===== src/rtl/radar_frame_peak_detect.sv =====
// Frame peak detector for the radar stream bus: per-lane approximate magnitude,
// running peak with location, threshold detection count, one result per frame.
module radar_frame_peak_detect #(
    parameter int DATA_WIDTH = 16,
    parameter int LANES      = 5,
    parameter int CNT_W      = 16
) (
    input  logic                            clock,
    input  logic                            reset_n,
    input  logic                            data_vaild,
    input  logic                            data_start,
    input  logic                            data_end,
    input  logic [10:0]                     row_idx1,
    input  logic [10:0]                     col_idx1,
    input  logic [3:0]                      channel_num,
    input  logic [DATA_WIDTH*LANES*2-1:0]   pixel_out,
    input  logic [DATA_WIDTH:0]             threshold,
    output logic                            busy,
    output logic                            peak_valid,
    output logic [DATA_WIDTH:0]             peak_mag,
    output logic [10:0]                     peak_row,
    output logic [10:0]                     peak_col,
    output logic [2:0]                      peak_lane,
    output logic [3:0]                      peak_channel,
    output logic [CNT_W-1:0]                beat_count,
    output logic [CNT_W-1:0]                det_count,
    output logic                            frame_err
);

    localparam int MW   = DATA_WIDTH + 1;
    localparam int PW   = DATA_WIDTH * LANES * 2;
    localparam int PC_W = $clog2(LANES + 1);

    typedef enum logic {IDLE, ACTIVE} state_t;

    state_t state;
    logic   err_flag;
    logic [3:0] chan;

    logic accept;
    logic beat_err;
    logic [3:0] beat_ch;

    // Stage 0: registered accepted beat
    logic            s0_valid, s0_first, s0_last, s0_err;
    logic [PW-1:0]   s0_pix;
    logic [10:0]     s0_row, s0_col;
    logic [3:0]      s0_ch;

    // Stage 1: absolute values
    logic                  s1_valid, s1_first, s1_last, s1_err;
    logic [DATA_WIDTH-1:0] s1_abs_i [LANES];
    logic [DATA_WIDTH-1:0] s1_abs_q [LANES];
    logic [10:0]           s1_row, s1_col;
    logic [3:0]            s1_ch;

    // Stage 2: magnitudes and threshold flags
    logic              s2_valid, s2_first, s2_last, s2_err;
    logic [MW-1:0]     s2_mag [LANES];
    logic [LANES-1:0]  s2_over;
    logic [10:0]       s2_row, s2_col;
    logic [3:0]        s2_ch;

    logic [MW-1:0]     mag_c [LANES];
    logic [LANES-1:0]  over_c;

    // Running frame accumulators
    logic [MW-1:0]     acc_mag;
    logic [10:0]       acc_row, acc_col;
    logic [2:0]        acc_lane;
    logic [CNT_W-1:0]  acc_beat, acc_det;

    logic [MW-1:0]     best_mag;
    logic [2:0]        best_lane;
    logic [PC_W-1:0]   pop;
    logic [CNT_W:0]    det_sum;
    logic [MW-1:0]     nxt_mag;
    logic [10:0]       nxt_row, nxt_col;
    logic [2:0]        nxt_lane;
    logic [CNT_W-1:0]  nxt_beat, nxt_det;

    function automatic logic [DATA_WIDTH-1:0] abs_val(input logic [DATA_WIDTH-1:0] x);
        return x[DATA_WIDTH-1] ? (~x + 1'b1) : x;
    endfunction

    // A restart while a frame is open flags the frame; a start from IDLE clears it.
    assign accept   = data_vaild & (data_start | (state == ACTIVE));
    assign beat_err = data_start ? (state == ACTIVE) : err_flag;
    assign beat_ch  = data_start ? channel_num : chan;

    always_ff @(posedge clock or negedge reset_n) begin
        if (!reset_n) begin
            state    <= IDLE;
            err_flag <= 1'b0;
            chan     <= '0;
            s0_valid <= 1'b0;
            s0_first <= 1'b0;
            s0_last  <= 1'b0;
            s0_err   <= 1'b0;
            s0_pix   <= '0;
            s0_row   <= '0;
            s0_col   <= '0;
            s0_ch    <= '0;
        end else begin
            s0_valid <= accept;
            if (accept) begin
                state    <= data_end ? IDLE : ACTIVE;
                err_flag <= beat_err;
                chan     <= beat_ch;
                s0_first <= data_start;
                s0_last  <= data_end;
                s0_err   <= beat_err;
                s0_pix   <= pixel_out;
                s0_row   <= row_idx1;
                s0_col   <= col_idx1;
                s0_ch    <= beat_ch;
            end
        end
    end

    always_ff @(posedge clock or negedge reset_n) begin
        if (!reset_n) begin
            s1_valid <= 1'b0;
            s1_first <= 1'b0;
            s1_last  <= 1'b0;
            s1_err   <= 1'b0;
            s1_row   <= '0;
            s1_col   <= '0;
            s1_ch    <= '0;
            for (int k = 0; k < LANES; k++) begin
                s1_abs_i[k] <= '0;
                s1_abs_q[k] <= '0;
            end
        end else begin
            s1_valid <= s0_valid;
            s1_first <= s0_first;
            s1_last  <= s0_last;
            s1_err   <= s0_err;
            s1_row   <= s0_row;
            s1_col   <= s0_col;
            s1_ch    <= s0_ch;
            for (int k = 0; k < LANES; k++) begin
                s1_abs_i[k] <= abs_val(s0_pix[k*2*DATA_WIDTH +: DATA_WIDTH]);
                s1_abs_q[k] <= abs_val(s0_pix[k*2*DATA_WIDTH+DATA_WIDTH +: DATA_WIDTH]);
            end
        end
    end

    // max + min/2 fits in DATA_WIDTH+1 bits since both inputs are at most 2^(W-1).
    always_comb begin
        for (int k = 0; k < LANES; k++) begin
            mag_c[k] = '0;
            if (s1_abs_i[k] >= s1_abs_q[k])
                mag_c[k] = MW'(s1_abs_i[k]) + MW'(s1_abs_q[k] >> 1);
            else
                mag_c[k] = MW'(s1_abs_q[k]) + MW'(s1_abs_i[k] >> 1);
            over_c[k] = mag_c[k] > threshold;
        end
    end

    always_ff @(posedge clock or negedge reset_n) begin
        if (!reset_n) begin
            s2_valid <= 1'b0;
            s2_first <= 1'b0;
            s2_last  <= 1'b0;
            s2_err   <= 1'b0;
            s2_row   <= '0;
            s2_col   <= '0;
            s2_ch    <= '0;
            s2_over  <= '0;
            for (int k = 0; k < LANES; k++)
                s2_mag[k] <= '0;
        end else begin
            s2_valid <= s1_valid;
            s2_first <= s1_first;
            s2_last  <= s1_last;
            s2_err   <= s1_err;
            s2_row   <= s1_row;
            s2_col   <= s1_col;
            s2_ch    <= s1_ch;
            s2_over  <= over_c;
            for (int k = 0; k < LANES; k++)
                s2_mag[k] <= mag_c[k];
        end
    end

    // Strict comparisons let the lowest lane and the earliest beat win ties.
    always_comb begin
        best_mag  = s2_mag[0];
        best_lane = 3'd0;
        pop       = '0;
        for (int k = 0; k < LANES; k++) begin
            if (s2_mag[k] > best_mag) begin
                best_mag  = s2_mag[k];
                best_lane = 3'(k);
            end
            pop = pop + PC_W'(s2_over[k]);
        end

        det_sum  = {1'b0, acc_det} + (CNT_W+1)'(pop);
        nxt_mag  = acc_mag;
        nxt_row  = acc_row;
        nxt_col  = acc_col;
        nxt_lane = acc_lane;
        nxt_beat = (acc_beat == {CNT_W{1'b1}}) ? acc_beat : acc_beat + 1'b1;
        nxt_det  = det_sum[CNT_W] ? {CNT_W{1'b1}} : det_sum[CNT_W-1:0];

        if (s2_first) begin
            nxt_mag  = best_mag;
            nxt_row  = s2_row;
            nxt_col  = s2_col;
            nxt_lane = best_lane;
            nxt_beat = CNT_W'(1);
            nxt_det  = CNT_W'(pop);
        end else if (best_mag > acc_mag) begin
            nxt_mag  = best_mag;
            nxt_row  = s2_row;
            nxt_col  = s2_col;
            nxt_lane = best_lane;
        end
    end

    always_ff @(posedge clock or negedge reset_n) begin
        if (!reset_n) begin
            acc_mag      <= '0;
            acc_row      <= '0;
            acc_col      <= '0;
            acc_lane     <= '0;
            acc_beat     <= '0;
            acc_det      <= '0;
            peak_valid   <= 1'b0;
            peak_mag     <= '0;
            peak_row     <= '0;
            peak_col     <= '0;
            peak_lane    <= '0;
            peak_channel <= '0;
            beat_count   <= '0;
            det_count    <= '0;
            frame_err    <= 1'b0;
        end else begin
            peak_valid <= s2_valid & s2_last;
            if (s2_valid) begin
                acc_mag  <= nxt_mag;
                acc_row  <= nxt_row;
                acc_col  <= nxt_col;
                acc_lane <= nxt_lane;
                acc_beat <= nxt_beat;
                acc_det  <= nxt_det;
            end
            if (s2_valid && s2_last) begin
                peak_mag     <= nxt_mag;
                peak_row     <= nxt_row;
                peak_col     <= nxt_col;
                peak_lane    <= nxt_lane;
                peak_channel <= s2_ch;
                beat_count   <= nxt_beat;
                det_count    <= nxt_det;
                frame_err    <= s2_err;
            end
        end
    end

    assign busy = (state == ACTIVE) | s0_valid | s1_valid | s2_valid;

endmodule


===== config.mk =====
export PLATFORM = sky130hd
export DESIGN_NAME = radar_frame_peak_detect
export DESIGN_NICKNAME = d
export VERILOG_FILES = /design/src/rtl/radar_frame_peak_detect.sv
export SDC_FILE = /design/constraint.sdc
export NUM_CORES = 2
export LEC_CHECK = 0
export BUFFER_PORTS_ARGS = -buffer_cell sky130_fd_sc_hd__buf_4
export CAP_MARGIN = 15
export CORE_MARGIN = 2
export CORE_UTILIZATION = 30
export CTS_CLUSTER_SIZE = 25
export DETAILED_ROUTE_END_ITERATION = 8
export GPL_TIMING_DRIVEN = 0
export PLACE_DENSITY = 0.43
export SKIP_CTS_REPAIR_TIMING = 1
export SLEW_MARGIN = 10
export SYNTH_ARGS = -nofsm -noshare
export SYNTH_HDL_FRONTEND = slang
export SYNTH_SLANG_ARGS = --single-unit

===== constraint.sdc =====
create_clock -name clock -period 15.8 [get_ports clock]
set_input_delay 0.79 -clock clock [delete_from_list [all_inputs] [get_ports clock]]
set_output_delay 0.79 -clock clock [all_outputs]
set_load 0.05 [all_outputs]

# Word level (Yosys, flattened, before mapping)
# Index checks and enable logic that the tools add are counted.
dict set report word_totals {
  reg_bits 655
  latchBits 0
  ramBits 0
  rom_bits 0
  input_bits 208
  output_inout_bits 81
  memories 0
}
dict set report op_classes {
  addsub 26
  multipliers 0
  div_mod_pow 0
  magnitude_cmp 15
  n_eq_ne 1
  shift 0
  n_mux 38
  bitwise 16
  n_reduce_logical 2
}
# op count
set op_table {}
lappend op_table {{$mux 16} 14}
lappend op_table {{$mux 17} 11}
lappend op_table {{$add 16x1->16 const B} 11}
lappend op_table {{$add 16x15->17} 10}
lappend op_table {{$gt 17x17->1} 10}
lappend op_table {{$not 16->16} 10}
lappend op_table {{$ge 16x16->1} 5}
lappend op_table {{$mux 11} 4}
lappend op_table {{$add 16x3->17} 1}
lappend op_table {{$eq 16x16->1 const B} 1}
lappend op_table {{$mux 3} 3}
lappend op_table {{$add 3x1->3} 2}
lappend op_table {{$mux 2} 2}
lappend op_table {{$mux 4} 1}
lappend op_table {{$or 1x1->1} 4}
lappend op_table {{$add 2x1->3} 1}
lappend op_table {{$mux 1} 3}
lappend op_table {{$add 1x1->2} 1}
lappend op_table {{$and 1x1->1} 2}
lappend op_table {{$reduce_and 2->1} 1}
lappend op_table {{$logic_and 1x1->1} 1}

# Depth between registers and ports, before layout
dict set report depth {
  ltp_word 11
  ltp_mapped 59
}

# Worst setup path before layout
# OpenSTA, ideal clock, no wires.
dict set report synth_path {
  path_kind {register -> register}
  from {register s2_mag[71] in the netlist's numbering}
  to {register acc_row[8]}
  setup_time_ns 0.125
  arrival_ns 11.089
  required_time_ns 15.675
  path_slack_ns 4.586
  path_stages_with_launch 52
  n_path_buf 10
  synth_period_minus_slack_ns 11.214
  path_cell_list {dfrtp_1 inv_1 ha_1 and4_1 a221oi_2 o22ai_2 o31a_1 clkbuf_1 clkbuf_1 a21oi_1 ha_1 a211oi_1 o21ai_0 a221oi_1 nand2_1 nor3_2 or2_1 buf_6 [... 16 more ...] a221o_1 a31o_2 a221o_1 nand2_1 clkbuf_1 o211a_1 nor2_1 ha_1 a21o_1 a211o_1 or2_2 a21oi_1 a31oi_1 a21oi_1 nand2b_1 clkbuf_1 clkbuf_1 mux2_2}
}
dict set report synth_via {
  elab_chain_len 11
}
# element line
set synth_rtl {}
lappend synth_rtl {{from (decl)} 59} ;# logic [MW-1:0] s2_mag [LANES];
lappend synth_rtl {{from (signal, indexed assignment)} 183} ;# s2_mag[k] <= mag_c[k];
lappend synth_rtl {{$gt 17x17->1} 193} ;# if (s2_mag[k] > best_mag) begin
lappend synth_rtl {{$mux 17 (*)} 193}
lappend synth_rtl {{$gt 17x17->1} 193}
lappend synth_rtl {{$mux 17 (*)} 193}
lappend synth_rtl {{$gt 17x17->1} 193}
lappend synth_rtl {{$mux 17 (*)} 193}
lappend synth_rtl {{$gt 17x17->1} 193}
lappend synth_rtl {{$mux 17 (*)} 193}
lappend synth_rtl {{$gt 17x17->1 (*)} 215} ;# end else if (best_mag > acc_mag) begin
lappend synth_rtl {{$mux 11 (*)} 215}
lappend synth_rtl {{$mux 11 (*)} 208} ;# if (s2_first) begin
lappend synth_rtl {{to (signal assigned)} 244} ;# acc_row <= nxt_row;
lappend synth_rtl {{to (decl)} 69} ;# logic [10:0] acc_row, acc_col;
# Every way passes the cells marked *; elsewhere a longest branch is shown, timed or not.
# A chain may end at the register's enable or synchronous reset.

# Worst setup path in the final report
dict set report layout_path {
  from {register s2_mag[71] in the netlist's numbering}
  to {register acc_row[9]}
}
# Same word-level chain as after synthesis.

==> flow_metrics.env <==
export IMPL_synthCells=4100
export IMPL_synth_nets=4734
export IMPL_grt_antenna_before_repair=3
export IMPL_fp_dieW_um=364
export IMPL_die_h_um=364
export IMPL_rr_worst_depth=53
export IMPL_grt_overflow=0
export IMPL_cpMostUsedCell="clkbuf_1"
export IMPL_crit_required_ps=16350
export IMPL_synth_edf_count=0
export IMPL_critPathSlowestCell="a21oi_1"
export IMPL_fmax_mhz=69.2
export IMPL_synthArstFlopShare_pct=100
export IMPL_clockBufferDepth=3
export IMPL_synth_top_family_by_area="simple AND/OR/NAND/NOR gates"
export IMPL_maxCapViolations=0
export IMPL_min_delay_worst_endpoint="s0_pix[123]"
export IMPL_seq_area_frac_synth_pct=42.3
export IMPL_die_area_um2=132000
export IMPL_period_needed_ps=14450
export IMPL_grt_pass1_vias=30512
export IMPL_grt_max_degree=107
export IMPL_grt_pass1_wl_um=180000
export IMPL_fin_crit_sh_pct=91.4
export IMPL_cts_made_buffers=79
export IMPL_placementRows=131
export IMPL_drtAntennaViolNets=0
export IMPL_synthSimpleGateAreaFrac_pct=15.3
export IMPL_post_drt_via_cell_ratio=4.80
export IMPL_reg2reg_from="s2_mag[71]"
export IMPL_pin_count=289
export IMPL_crit_path_end_kind="register"
export IMPL_cts_htree_levels=3
export IMPL_hp_class="input port to register"
export IMPL_start_util_pct=30.3
export IMPL_slew_violations=0
export IMPL_cts_tree="built"
export IMPL_synth_mux_area_share_pct=3.51
export IMPL_core_area_um2=128000
export IMPL_synth_compound_area_share_pct=14.9
export IMPL_hold_viol_final=0
export IMPL_hp_start="pixel_out[123]"
export IMPL_tns_ps=0
export IMPL_syn_avg_cell_area_um2=9.46
export IMPL_drt_iter0_markers=1688
export IMPL_antennaDiodeCount=0
export IMPL_clkSinkCount=655
export IMPL_yosys_warnings=0
export IMPL_cp_slowest_stage_delay_ps=720
export IMPL_grt_total_usage_pct=17.6
export IMPL_final_common_cell="nand2_1"
export IMPL_area_delta_synth_final_pct=18.9
export IMPL_slew_headroom_pct=20.8
export IMPL_worstReg2RegEnd="acc_row[9]"
export IMPL_synthAdderAreaFrac_pct=14.0
export IMPL_worstSetupStartpointType="register"
export IMPL_hpwl_um=90600
export IMPL_gp_congestion=0.829
export IMPL_status="completed"
export IMPL_synth_seq_cells=655
export IMPL_cts_clk_slew_worst_paths_ps=60
export IMPL_cts_root_buf="clkbuf_16"
export IMPL_synth_cell_area_um2=38800
export IMPL_ys_types=74
export IMPL_layout_nets=5113
export IMPL_synthXorXnorAreaFrac_pct=6.44
export IMPL_critPathMaxFanout=10
export IMPL_layout_common_cells="nand2_1 (797), dfrtp_1 (655), ha_1 (413)"
export IMPL_skew_ps=25.4
export IMPL_r2r_slack_ps=1350
export IMPL_timing_worst_setup_path_type="register to register"
export IMPL_clk_latency_ps=680
export IMPL_post_drt_wl_per_cell_um=18.5
export IMPL_synth_flop_cell="dfrtp_1"
export IMPL_worstPathArrival_ps=15000
export IMPL_route_detailed_drc=0
export IMPL_rsz0062_at_grt="no"
export IMPL_fillers=13222
export IMPL_vias=30120
export IMPL_dr_pass1_iters=6
export IMPL_hold_path_cell_count=3
export IMPL_wl_um=116000
export IMPL_post_route_cells_drive_above_1_share_pct=12.2
export IMPL_port_buffers=288
export IMPL_setup_viol=0
export IMPL_tightest_slew_ps=1190
## final cells by class
class	count	area, um2	share of cell area [%]
Multi-Input combinational cell	3083	21000	45.6
Timing Repair Buffer	298	2430	5.26
Tap cell	1729	2160	4.69
Buffer	127	507	1.10
Sequential cell	655	16400	35.5
Inverter	235	882	1.91
Clock inverter	34	458	0.993
Clock buffer	110	2260	4.91
## worst max-delay path: cells and delay by family, from the launching register on
| kind | cells | cell delay [ps] |
|---|---|---|
| fa+ha+maj | 5 | 1400 |
| simple gates | 12 | 1890 |
| flops | 1 | 430 |
| buf+inv | 13 | 4020 |
| mux | 2 | 730 |
| compound gates | 21 | 5810 |
## through the flow
| stage | setup WS [ps] | util [%] | instance area, um2 | std cells | hold WS, ps |
|---|---|---|---|---|---|
| 2_1_floorplan | 4590 | - | 38800 | 4100 | 331 |
| 3_3_place_gp | 1230 | 33.7 | 43100 | 6117 | 332 |
| 3_5_place_dp | 1180 | 33.9 | 43400 | 6126 | 335 |
| 4_1_cts | 1140 | 36.0 | 46100 | 6270 | -23.4 |
| 5_1_grt | 47.0 | 36.0 | 46100 | 6271 | 249 |
| 6_report | 1350 | 36.0 | 46100 | 6271 | 297 |
## registers in the layout, summed over array words and instances, names as in the netlist, 17 cells and up
signal,cells
s1_abs_q,80
s0_pix,160
s1_abs_i,80
acc_mag,17
s2_mag,85
peak_mag,17
## worst max-delay path by stage
stage,slack (ps),cells past startpoint,end,startpoint
floorplan,4590,51,acc_row[8],s2_mag[71]
global placement,1230,56,acc_row[8],s2_mag[71]
detailed placement,1180,56,acc_row[8],s2_mag[71]
CTS,1140,56,acc_row[9],s2_mag[71]
global route,50,53,acc_row[8],s2_mag[71]
finish,1350,53,acc_row[9],s2_mag[71]
## cell usage after synthesis, drive strengths merged, types with 23 or more instances
library cell	count	area, um2
nand2	797	2990
nand3	39	195
clkbuf	120	450
nand2b	41	257
o211ai	24	180
o31ai	75	603
a21oi	245	1230
o21ai	222	1110
a31oi	36	225
mux2	65	762
nor2b	26	163
ha	413	5170
or3	30	193
a211oi	24	180
and3	54	338
xor2	96	841
nor3	49	250
or2	23	144
a21o	86	646
o21a	53	398
xnor2	189	1660
dfrtp	655	16400
nor2	179	672
nand4	38	238
mux2i	60	601
inv	234	878
## per-layer routing
layer / up-vias / track usage, % / wire length [um]
met5: - / 0 / 0
met4: 0 / 4.61 / 2700
met3: 138 / 3.06 / 4790
li1: 15069 / - / -
met1: 14407 / 24.4 / 56000
met2: 506 / 28.2 / 52300
## cells by family after synthesis
group | Yosys count
AO/OA/AOI/OAI | 901
XOR/XNOR | 285
adder cells (fa/ha/maj) | 426
buffers and inverters | 362
flip-flops | 655
multiplexers | 125
AND/OR/NAND/NOR | 1346
Power is left out: the tool's default activity adds up to more than one toggle a clock period on the data nets, which glitch-free logic cannot reach.
